<file path="src/rtl/cabac_ctx_init_ctrl.sv">
// rtl/cabac_ctx_init_ctrl.sv - CABAC context-state initialisation sequencer
// Walks the context-init ROM and writes {mps, state} per context from the slice QP.
module cabac_ctx_init_ctrl #(
  parameter int CTX_NUM = 64,
  parameter int ADDR_W  = 6
) (
  input  logic              clk,
  input  logic              rst,
  input  logic              start_i,
  input  logic [5:0]        slice_qp_i,
  output logic              rom_r_en_o,
  output logic [ADDR_W-1:0] rom_r_addr_o,
  input  logic [15:0]       rom_r_data_i,
  output logic              ctx_we_o,
  output logic [ADDR_W-1:0] ctx_waddr_o,
  output logic [6:0]        ctx_wdata_o,
  output logic              busy_o,
  output logic              done_o
);

  typedef enum logic [1:0] {IDLE, READ, DRAIN} state_t;

  localparam logic [ADDR_W-1:0] LAST = ADDR_W'(CTX_NUM - 1);

  state_t            state, state_nxt;
  logic [ADDR_W-1:0] rd_cnt;
  logic [5:0]        qp_r;
  logic              rd_vld;
  logic [ADDR_W-1:0] rd_addr_q;
  logic              last_rd, last_wr;

  logic signed [14:0] m_ext, qp_ext, prod, pre;
  logic [6:0]         pre_c;
  logic               mps;
  logic [5:0]         st;

  assign last_rd = (rd_cnt == LAST);
  assign last_wr = ctx_we_o && (ctx_waddr_o == LAST);
  assign rom_r_addr_o = rd_cnt;

  always_ff @(posedge clk) begin
    if (rst) state <= IDLE;
    else     state <= state_nxt;
  end

  always_comb begin
    state_nxt = state;
    case (state)
      IDLE:    if (start_i) state_nxt = READ;
      READ:    if (last_rd) state_nxt = DRAIN;
      DRAIN:   if (last_wr) state_nxt = IDLE;
      default: state_nxt = IDLE;
    endcase
  end

  always_comb begin
    rom_r_en_o = (state == READ);
    busy_o     = (state != IDLE);
  end

  // Arithmetic stage: floor(m*qp/16) + n, clipped to 1..126, folded into {mps, state}
  always_comb begin
    m_ext  = {{7{rom_r_data_i[15]}}, rom_r_data_i[15:8]};
    qp_ext = {9'd0, qp_r};
    prod   = m_ext * qp_ext;
    pre    = (prod >>> 4) + $signed({7'd0, rom_r_data_i[7:0]});
    if (pre < 15'sd1)
      pre_c = 7'd1;
    else if (pre > 15'sd126)
      pre_c = 7'd126;
    else
      pre_c = pre[6:0];
    mps = (pre_c > 7'd63);
    st  = mps ? 6'(pre_c - 7'd64) : 6'(7'd63 - pre_c);
  end

  // rd_vld marks cycles carrying real ROM data; nothing downstream loads without it
  always_ff @(posedge clk) begin
    if (rst) begin
      rd_cnt      <= '0;
      qp_r        <= '0;
      rd_vld      <= 1'b0;
      rd_addr_q   <= '0;
      ctx_we_o    <= 1'b0;
      ctx_waddr_o <= '0;
      ctx_wdata_o <= '0;
      done_o      <= 1'b0;
    end else begin
      done_o    <= (state == DRAIN) && last_wr;
      rd_vld    <= rom_r_en_o;
      rd_addr_q <= rd_cnt;
      ctx_we_o  <= rd_vld;
      if (state == IDLE && start_i) begin
        rd_cnt <= '0;
        qp_r   <= (slice_qp_i > 6'd51) ? 6'd51 : slice_qp_i;
      end else if (state == READ) begin
        rd_cnt <= rd_cnt + 1'b1;
      end
      if (rd_vld) begin
        ctx_waddr_o <= rd_addr_q;
        ctx_wdata_o <= {mps, st};
      end
    end
  end

endmodule

</file>
<file path="config.mk">
export PLATFORM = sky130hd
export DESIGN_NAME = cabac_ctx_init_ctrl
export DESIGN_NICKNAME = d
export VERILOG_FILES = /design/src/rtl/cabac_ctx_init_ctrl.sv
export SDC_FILE = /design/constraint.sdc
export NUM_CORES = 1
export LEC_CHECK = 0
export CORE_ASPECT_RATIO = 1.4
export CORE_MARGIN = 2
export CORE_UTILIZATION = 46
export CTS_CLUSTER_SIZE = 28
export DETAILED_ROUTE_END_ITERATION = 8
export PLACE_DENSITY_LB_ADDON = 0.1
export SETUP_SLACK_MARGIN = 0.05
export SLEW_MARGIN = 20
export SYNTH_ARGS = -nofsm -noshare
export SYNTH_HDL_FRONTEND = slang
export SYNTH_SLANG_ARGS = --single-unit
</file>
<file path="constraint.sdc">
create_clock -name clk -period 6.73 [get_ports clk]
set_input_delay 1.346 -clock clk [delete_from_list [all_inputs] [get_ports clk]]
set_output_delay 1.346 -clock clk [all_outputs]
set_load 0.02 [all_outputs]
</file>
==> summary.txt, run 1 <==
Run status
  • Outcome: finished, violations left
  • Failing checks: setup timing

Critical path
  • Worst EP required: 6.90 ns
  • Worst setup EP type: flop
  • Crit path largest cell delay: roughly 0.48 ns
  • Most frequent CP cell: o21a_1
  • Startpoint Class: input port
  • Arrival time worst endpoint: approximately 6.9 ns
  • CP max stage cell: fa_1
  • CP max FO: 6
  • R2R depth: 25
  • Crit Path Class: input port to flop

STA
  • Period utilization: 100.1%
  • Normalized max-slew margin: slightly below 30%
  • Final Hold Fails: 0
  • Unrepaired setup endpoints after global routing: true
  • Min cycle time layout: 6.735 ns
  • Final number of setup-violating endpoints: 1
  • Slew @ Worst Pin: between 1 and 1.5 ns
  • Final worst slack: -0.005302 ns
  • FMAX: around 150 MHz
  • Final Max Slew Viols: 0
  • Clock skew: 0.005787 ns

Floorplanning
  • Die Span Y: 110.2 um
  • Starting density of the core: a little under half
  • Die area: about 8800 um2
  • Ports: 48
  • Die W: 79.89 um
  • Core area: about 8000 um2
  • Cell Rows: 38

Layout
  • Fillers: 750
  • Area delta synth->final: 32.86%
  • Share of cells above drive strength 1: ~20%
  • Fin area: between 4000 and 5000 um2
  • Post-Route Utilization: between 60% and 70%
  • Nets: just over 600
  • Antenna diode count: 0

Global routing
  • Wire length of the first global-routing pass: 14130 um
  • GRT Resource Usage Total: about a fifth
  • Vias in the first global route: about 3200
  • Largest net degree at the start of global routing: 29
  • Initial antenna violation count: 0
  • Grt total ovfl: 0

Yosys
  • Syn nets: 521
  • Share of flip-flops with an asynchronous set or reset: 0%
  • Synthesized flop and latch total: 36
  • Post-synth EDFFs: 0
  • Mean post-synth cell area: 8.747 um2
  • Synth Cell Area: ~3700 um2
  • Yosys warns: 0
  • Top_reg_cell synth: dfxtp_1
  • Synth cell types: 52
  • Sequential area share after synthesis: between 10% and 20%
  • Synth Instances: 424

Placement
  • Post-DP HPWL: between 6000 and 7000 um
  • Port-buffer cells: 47
  • Placer Congestion: a little over 0.8
  • DP Area: around 4700 um2
  • Pre-CTS WS: -0.8011 ns

Worst hold path
  • Hold Crit Class: flop to flop
  • Hold path depth: 2

Clocking
  • CTS root buf: clkbuf_8
  • Clock Latency Late Sink: approximately 0.29 ns
  • Hold_buf cts: 0
  • CTS Buf Count: 5
  • CTS tree: built
  • Worst-path clk slew: around 0.07 ns
  • H-tree levels: 2
  • Clock Sinks: 36
  • Clock buffer depth: 2

Route
  • Routed Antenna Nets: 0
  • Vias: 3145
  • Detailed Route Iter0 Violations: 61
  • Avg WL per Cell: 13.22 um
  • DR pass1 iterations: 4
  • Via density: 5.040
  • Routed WL: a little over 8000 um
  • DRC: 0

Power
  • Pleak: around 2.3 nW
  • PD cells: about 210 nW/um2
  • Worst vdd ir: between 150 and 200 uV

Run
  • Max_cap viols: 0
-- sequential cells by signal (all words and copies together), names as in the netlist --
signal        cells
state             2
ctx_we_o          1
ctx_wdata_o       7
qp_r              6
rd_addr_q         6
rd_vld            1
ctx_waddr_o       6
done_o            1
rom_r_addr_o      6
-- where the power goes --
part           total [mW]  leakage [nW]  switching, mW  internal [mW]
Sequential          0.233         0.293         0.0119          0.221
Clock               0.207        0.0645         0.0759          0.131
Combinational       0.601          1.96          0.297          0.304
Total                1.04          2.32          0.385          0.656
-- through the flow --
step | hold slack (ns) | std cells | setup TNS, ns | power, mW
6_report | 0.4697 | 624 | -0.005302 | 1.041
5_1_grt | 0.4954 | 624 | -1.017 | 1.122
4_1_cts | 0.4792 | 621 | 0 | 1.013
3_5_place_dp | 0.4610 | 609 | -5.149 | 0.7815
3_3_place_gp | 0.4471 | 609 | -4.454 | 0.7759
2_1_floorplan | 0.4406 | 424 | -0.2631 | 0.5895
-- cells by family after synthesis --
| family | count (synthesis) | synth area share (%) |
|---|---|---|
| AND/OR/NAND/NOR | 153 | 21.32 |
| flip-flops | 36 | 19.43 |
| buffers and inverters | 66 | 6.680 |
| adder cells (fa/ha/maj) | 72 | 31.38 |
| XOR/XNOR | 26 | 6.140 |
| multiplexers | 11 | 3.036 |
| AO/OA/AOI/OAI | 60 | 12.01 |
-- cell type report --
class | instances | area, um2 | share of cell area (%)
flip-flops and latches | 36 | 720.7 | 14.63
well taps | 100 | 125.1 | 2.539
multi-input cells | 322 | 2887 | 58.58
inverters | 60 | 225.2 | 4.571
clock buffers | 7 | 96.34 | 1.955
repair buffers | 98 | 843.3 | 17.12
clock inverters | 1 | 30.03 | 0.6094
-- critical path: cells and delay by family --
kind,cells,cell delay [ns]
AOI/OAI and AO/OA,6,1.04
xor gates and xnor gates,2,0.34
adders and majority gates,6,2.27
buffers and inverters,3,0.22
muxes,1,0.29
and+or+nand+nor,8,1.39
-- placed cells by master, fill, tap and decap left out, drive strengths merged, types with 15 or more instances in the layout --
cell           instances
fa                    35
nor2                  42
dfxtp                 36
xnor2                 18
inv                   60
buf                   56
and2                  39
nand2                 28
a21oi                 15
clkdlybuf4s50         39
ha                    37
-- path summary, 6_finish.rpt --
check	end	slack (ns)	start
setup reg to reg	ctx_wdata_o[5]	0.63	qp_r[2]
hold reg to reg	ctx_waddr_o[0]	0.47	rd_addr_q[0]
hold / removal	ctx_waddr_o[0]	0.47	rd_addr_q[0]
setup / recovery	ctx_wdata_o[5]	-0.005	rom_r_data_i[11]
-- metal layers --
metal  part of all wire (%)  vias up  GRT usage [%]
li1                       -     1601              -
met1                     44     1480          24.68
met2                     52       52          36.31
met3                    2.5       12          2.932
met4                    1.3        0          4.722
met5                      0        -              0
-- synthesized netlist by cell type, types with 3 or more instances --
master | n | area (um2)
nor3_1 | 5 | 25.02
a311oi_1 | 5 | 43.79
nand2_1 | 27 | 101.4
a21o_1 | 4 | 30.03
fa_1 | 35 | 700.7
buf_1 | 3 | 11.26
mux2i_1 | 9 | 90.09
inv_1 | 60 | 225.2
and2_1 | 39 | 244.0
o211ai_1 | 3 | 22.52
ha_1 | 37 | 462.9
o21a_1 | 7 | 52.55
or3_1 | 4 | 25.02
xnor2_1 | 18 | 157.7
nor2b_1 | 11 | 68.82
nand3_1 | 5 | 25.02
nand4_1 | 5 | 31.28
nor2_1 | 42 | 157.7
clkbuf_1 | 3 | 11.26
a21oi_1 | 14 | 70.07
xor2_1 | 8 | 70.07
dfxtp_1 | 36 | 720.7
and3_1 | 3 | 18.77
o21ai_0 | 6 | 30.03
-- timing repair --
action	4_1_cts	5_1_grt
endpoints found under the setup margin	7	7
setup buffers	4	3
gates resized for setup	45	14
pin swaps	19	15
gates cloned	0	0
Note: power is estimated with default switching activity, not from simulation.
==> inputs of run 2 (changes only) <==
--- a/config.mk
+++ b/config.mk
@@ -5,6 +5,7 @@
 export SDC_FILE = /design/constraint.sdc
 export NUM_CORES = 1
 export LEC_CHECK = 0
+export ABC_CLOCK_PERIOD_IN_PS = 6730
 export CORE_ASPECT_RATIO = 1.4
 export CORE_MARGIN = 2
 export CORE_UTILIZATION = 46
==> results of run 2 <==
The final DEF is identical to that of run 1; final timing and power are the same.
==> inputs of run 3 (changes only) <==
--- a/config.mk
+++ b/config.mk
@@ -6,11 +6,12 @@
 export NUM_CORES = 1
 export LEC_CHECK = 0
 export ABC_CLOCK_PERIOD_IN_PS = 6730
-export CORE_ASPECT_RATIO = 1.4
+export CORE_ASPECT_RATIO = 0.5
 export CORE_MARGIN = 2
 export CORE_UTILIZATION = 46
 export CTS_CLUSTER_SIZE = 28
 export DETAILED_ROUTE_END_ITERATION = 8
+export GPL_ROUTABILITY_DRIVEN = 0
 export PLACE_DENSITY_LB_ADDON = 0.1
 export SETUP_SLACK_MARGIN = 0.05
 export SLEW_MARGIN = 20
==> summary.txt, run 3 (same netlist as run 1, synthesis figures left out) <==
Run status
  • Outcome: finished, violations left
  • Failing checks: setup timing

Layout
  • Nets: 626 (+0.97%)
  • Area delta synth->final: 35.43%
  • Fillers: 689 (-8.1%)
  • Storage element area: 720.7 um2 (unchanged)
  • Max reg flops: 7 (unchanged)
  • Post-Route Utilization: 63.46% (+0.27 points)
  • Multi-input logic area: 2848 um2 (-1.3%)
  • Largest Register: ctx_wdata_o
  • Share of cells above drive strength 1: 19.62% (-0.99 points)
  • Most common cell after layout, fill and taps aside: inv_1
  • Antenna diode count: 0 (unchanged)
  • Most frequent cells in the layout: inv_1 (58), buf_4 (57), nor2_1 (41), clkdlybuf4s50_1 (39), dfxtp_1 (36)

Floorplanning
  • Die Span Y: 67.49 um (-39%)
  • Ports: 48 (unchanged)
  • Die area: 8840 um2 (+0.38%)
  • Cell Rows: 23 (-39%)
  • Core area: 7914 um2 (+1.5%)
  • Starting density of the core: 46.86% (-0.70 points)
  • Die W: 131.0 um (+64%)

STA
  • Min cycle time layout: 6.732 ns (-0.003306 ns)
  • Slew @ Worst Pin: 0.6970 ns (-0.3523 ns)
  • Period utilization: 100.0% (about the same)
  • Normalized max-slew margin: 53.47% (+24 points)
  • Final number of setup-violating endpoints: 1 (unchanged)
  • TNS Setup: -0.001996 ns (+0.003306 ns)
  • Final worst slack: -0.001996 ns (+0.003306 ns)
  • Final Max Slew Viols: 0 (unchanged)
  • Final Hold Fails: 0 (unchanged)
  • Clock skew: 0.002925 ns (-0.002862 ns)
  • FMAX: 148.5 MHz (about the same)
  • Unrepaired setup endpoints after global routing: true

Critical path
  • Worst setup EP type: flop
  • CP max FO: 3 (-3)
  • Startpoint Class: input port
  • Arrival time worst endpoint: 6.89 ns (-0.02 ns)
  • Worst EP required: 6.89 ns (about the same)
  • Crit Path Class: input port to flop

Clocking
  • CTS root buf: clkbuf_16
  • CTS tree: built
  • Clock Latency Late Sink: 0.27 ns (-0.02 ns)
  • Worst-path clk slew: 0.05 ns (-0.02 ns)
  • Clock Sinks: 36 (unchanged)
  • CTS Buf Count: 5 (unchanged)
  • Clock buffer depth: 2 (unchanged)
  • H-tree levels: 2 (unchanged)
  • Hold_buf cts: 0 (unchanged)

Route
  • Via density: 4.914 (-2.5%)
  • Avg WL per Cell: 12.71 um (-3.9%)
  • Routed WL: 8157 um (-1.1%)
  • Vias: 3155 (+0.32%)
  • DR pass1 iterations: 5 (+1)
  • Detailed Route Iter0 Violations: 59 (-3.3%)
  • DRC: 0 (unchanged)
  • Routed Antenna Nets: 0 (unchanged)

Global routing
  • Initial antenna violation count: 0 (unchanged)
  • Vias in the first global route: 2851 (-11%)
  • GRT Resource Usage Total: 19.48% (-0.47 points)
  • Largest net degree at the start of global routing: 29 (unchanged)
  • Wire length of the first global-routing pass: 13520 um (-4.3%)
  • Grt total ovfl: 0 (unchanged)

Placement
  • Post-DP HPWL: 6614 um (-1.6%)
  • Port-buffer cells: 47 (unchanged)

Power
  • Tot Pwr: 1.097 mW (+5.4%)
  • Worst vdd ir: 213.6 uV (+12%)
  • PD cells: 218.5 nW/um2 (+3.4%)
  • Pleak: 2.367 nW (+2.1%)

Worst hold path
  • Hold Crit Class: flop to flop

Run
  • Max_cap viols: 0 (unchanged)
[run 3: changes by cell type in the layout (fill, tap and decap cells not counted), sizes merged]
cell           change
buf                +4
clkdlybuf4s15      +2
clkbuf             -1
dlygate4sd2        +1
[run 3: path summary, 6_finish.rpt]
check / start / to / slack, ns / cells after the start
hold / removal: rd_addr_q[3] / ctx_waddr_o[3] / 0.46 / 2
setup / recovery: rom_r_data_i[13] / ctx_wdata_o[5] / -0.002 / 23
setup reg to reg: qp_r[3] / ctx_wdata_o[5] / 0.60 / 25
hold reg to reg: rd_addr_q[3] / ctx_waddr_o[3] / 0.46 / 2
[run 3: worst max-delay path, stage by stage]
cell and delay, ns:
dlygate4sd2_1 0.26, and2_1 0.17, fa_1 0.48, inv_1 0.05
fa_1 0.47, inv_1 0.05, fa_1 0.46, fa_1 0.56
ha_4 0.21, and2_4 0.15, o21a_1 0.17, o21a_1 0.16
nor2_1 0.12, xnor2_1 0.14, ha_1 0.26, o21a_1 0.18
or2_1 0.22, o21a_1 0.13, xor2_1 0.17, o2bb2a_2 0.25
or3_4 0.36, mux2_4 0.29, o31a_1 0.23
[run 3: layout make-up]
| class | count | share of cell area (%) |
|---|---|---|
| Clock buffer | 7 | 3.039 |
| Inverter | 60 | 4.484 |
| Timing Repair Buffer | 104 | 18.04 |
| Clock inverter | 1 | 0.5979 |
| Tap cell | 112 | 2.790 |
| Multi-Input combinational cell | 322 | 56.70 |
| Sequential cell | 36 | 14.35 |
[run 3: power by group]
| group | switching, mW | internal (mW) |
|---|---|---|
| combinational | 0.288 | 0.299 |
| clock | 0.0817 | 0.195 |
| sequential | 0.0122 | 0.221 |
[run 3: what timing repair did]
| item | 4_1_cts | 5_1_grt |
|---|---|---|
| pin swaps | 21 | 7 |
| setup buffers | 4 | 3 |
| endpoints found under the setup margin | 7 | 7 |
| endpoints found under the hold margin | 0 | 0 |
| gates resized for setup | 42 | 2 |
[run 3: per-stage QoR]
stage,worst slack [ns],cell area [um2],instances,hold slack (ns)
after floorplan,-0.1097,3749,424,0.4406
after CTS,-0.02141,4981,639,0.4677
after global routing,-0.1919,5022,642,0.4782
after detailed placement,-0.7046,4712,627,0.4551
final,-0.001996,5022,642,0.4626
after global placement,-0.6525,4712,627,0.4430
[run 3: layer usage]
layer / global-route usage [%] / vias up / share of wire (%) / wire (um)
li1: - / 1621 / - / -
met1: 29.37 / 1494 / 54 / 4377
met2: 30.44 / 36 / 43 / 3510
met3: 2.615 / 4 / 2.9 / 234
met4: 2.793 / 0 / 0.43 / 35
met5: 0 / - / 0 / 0
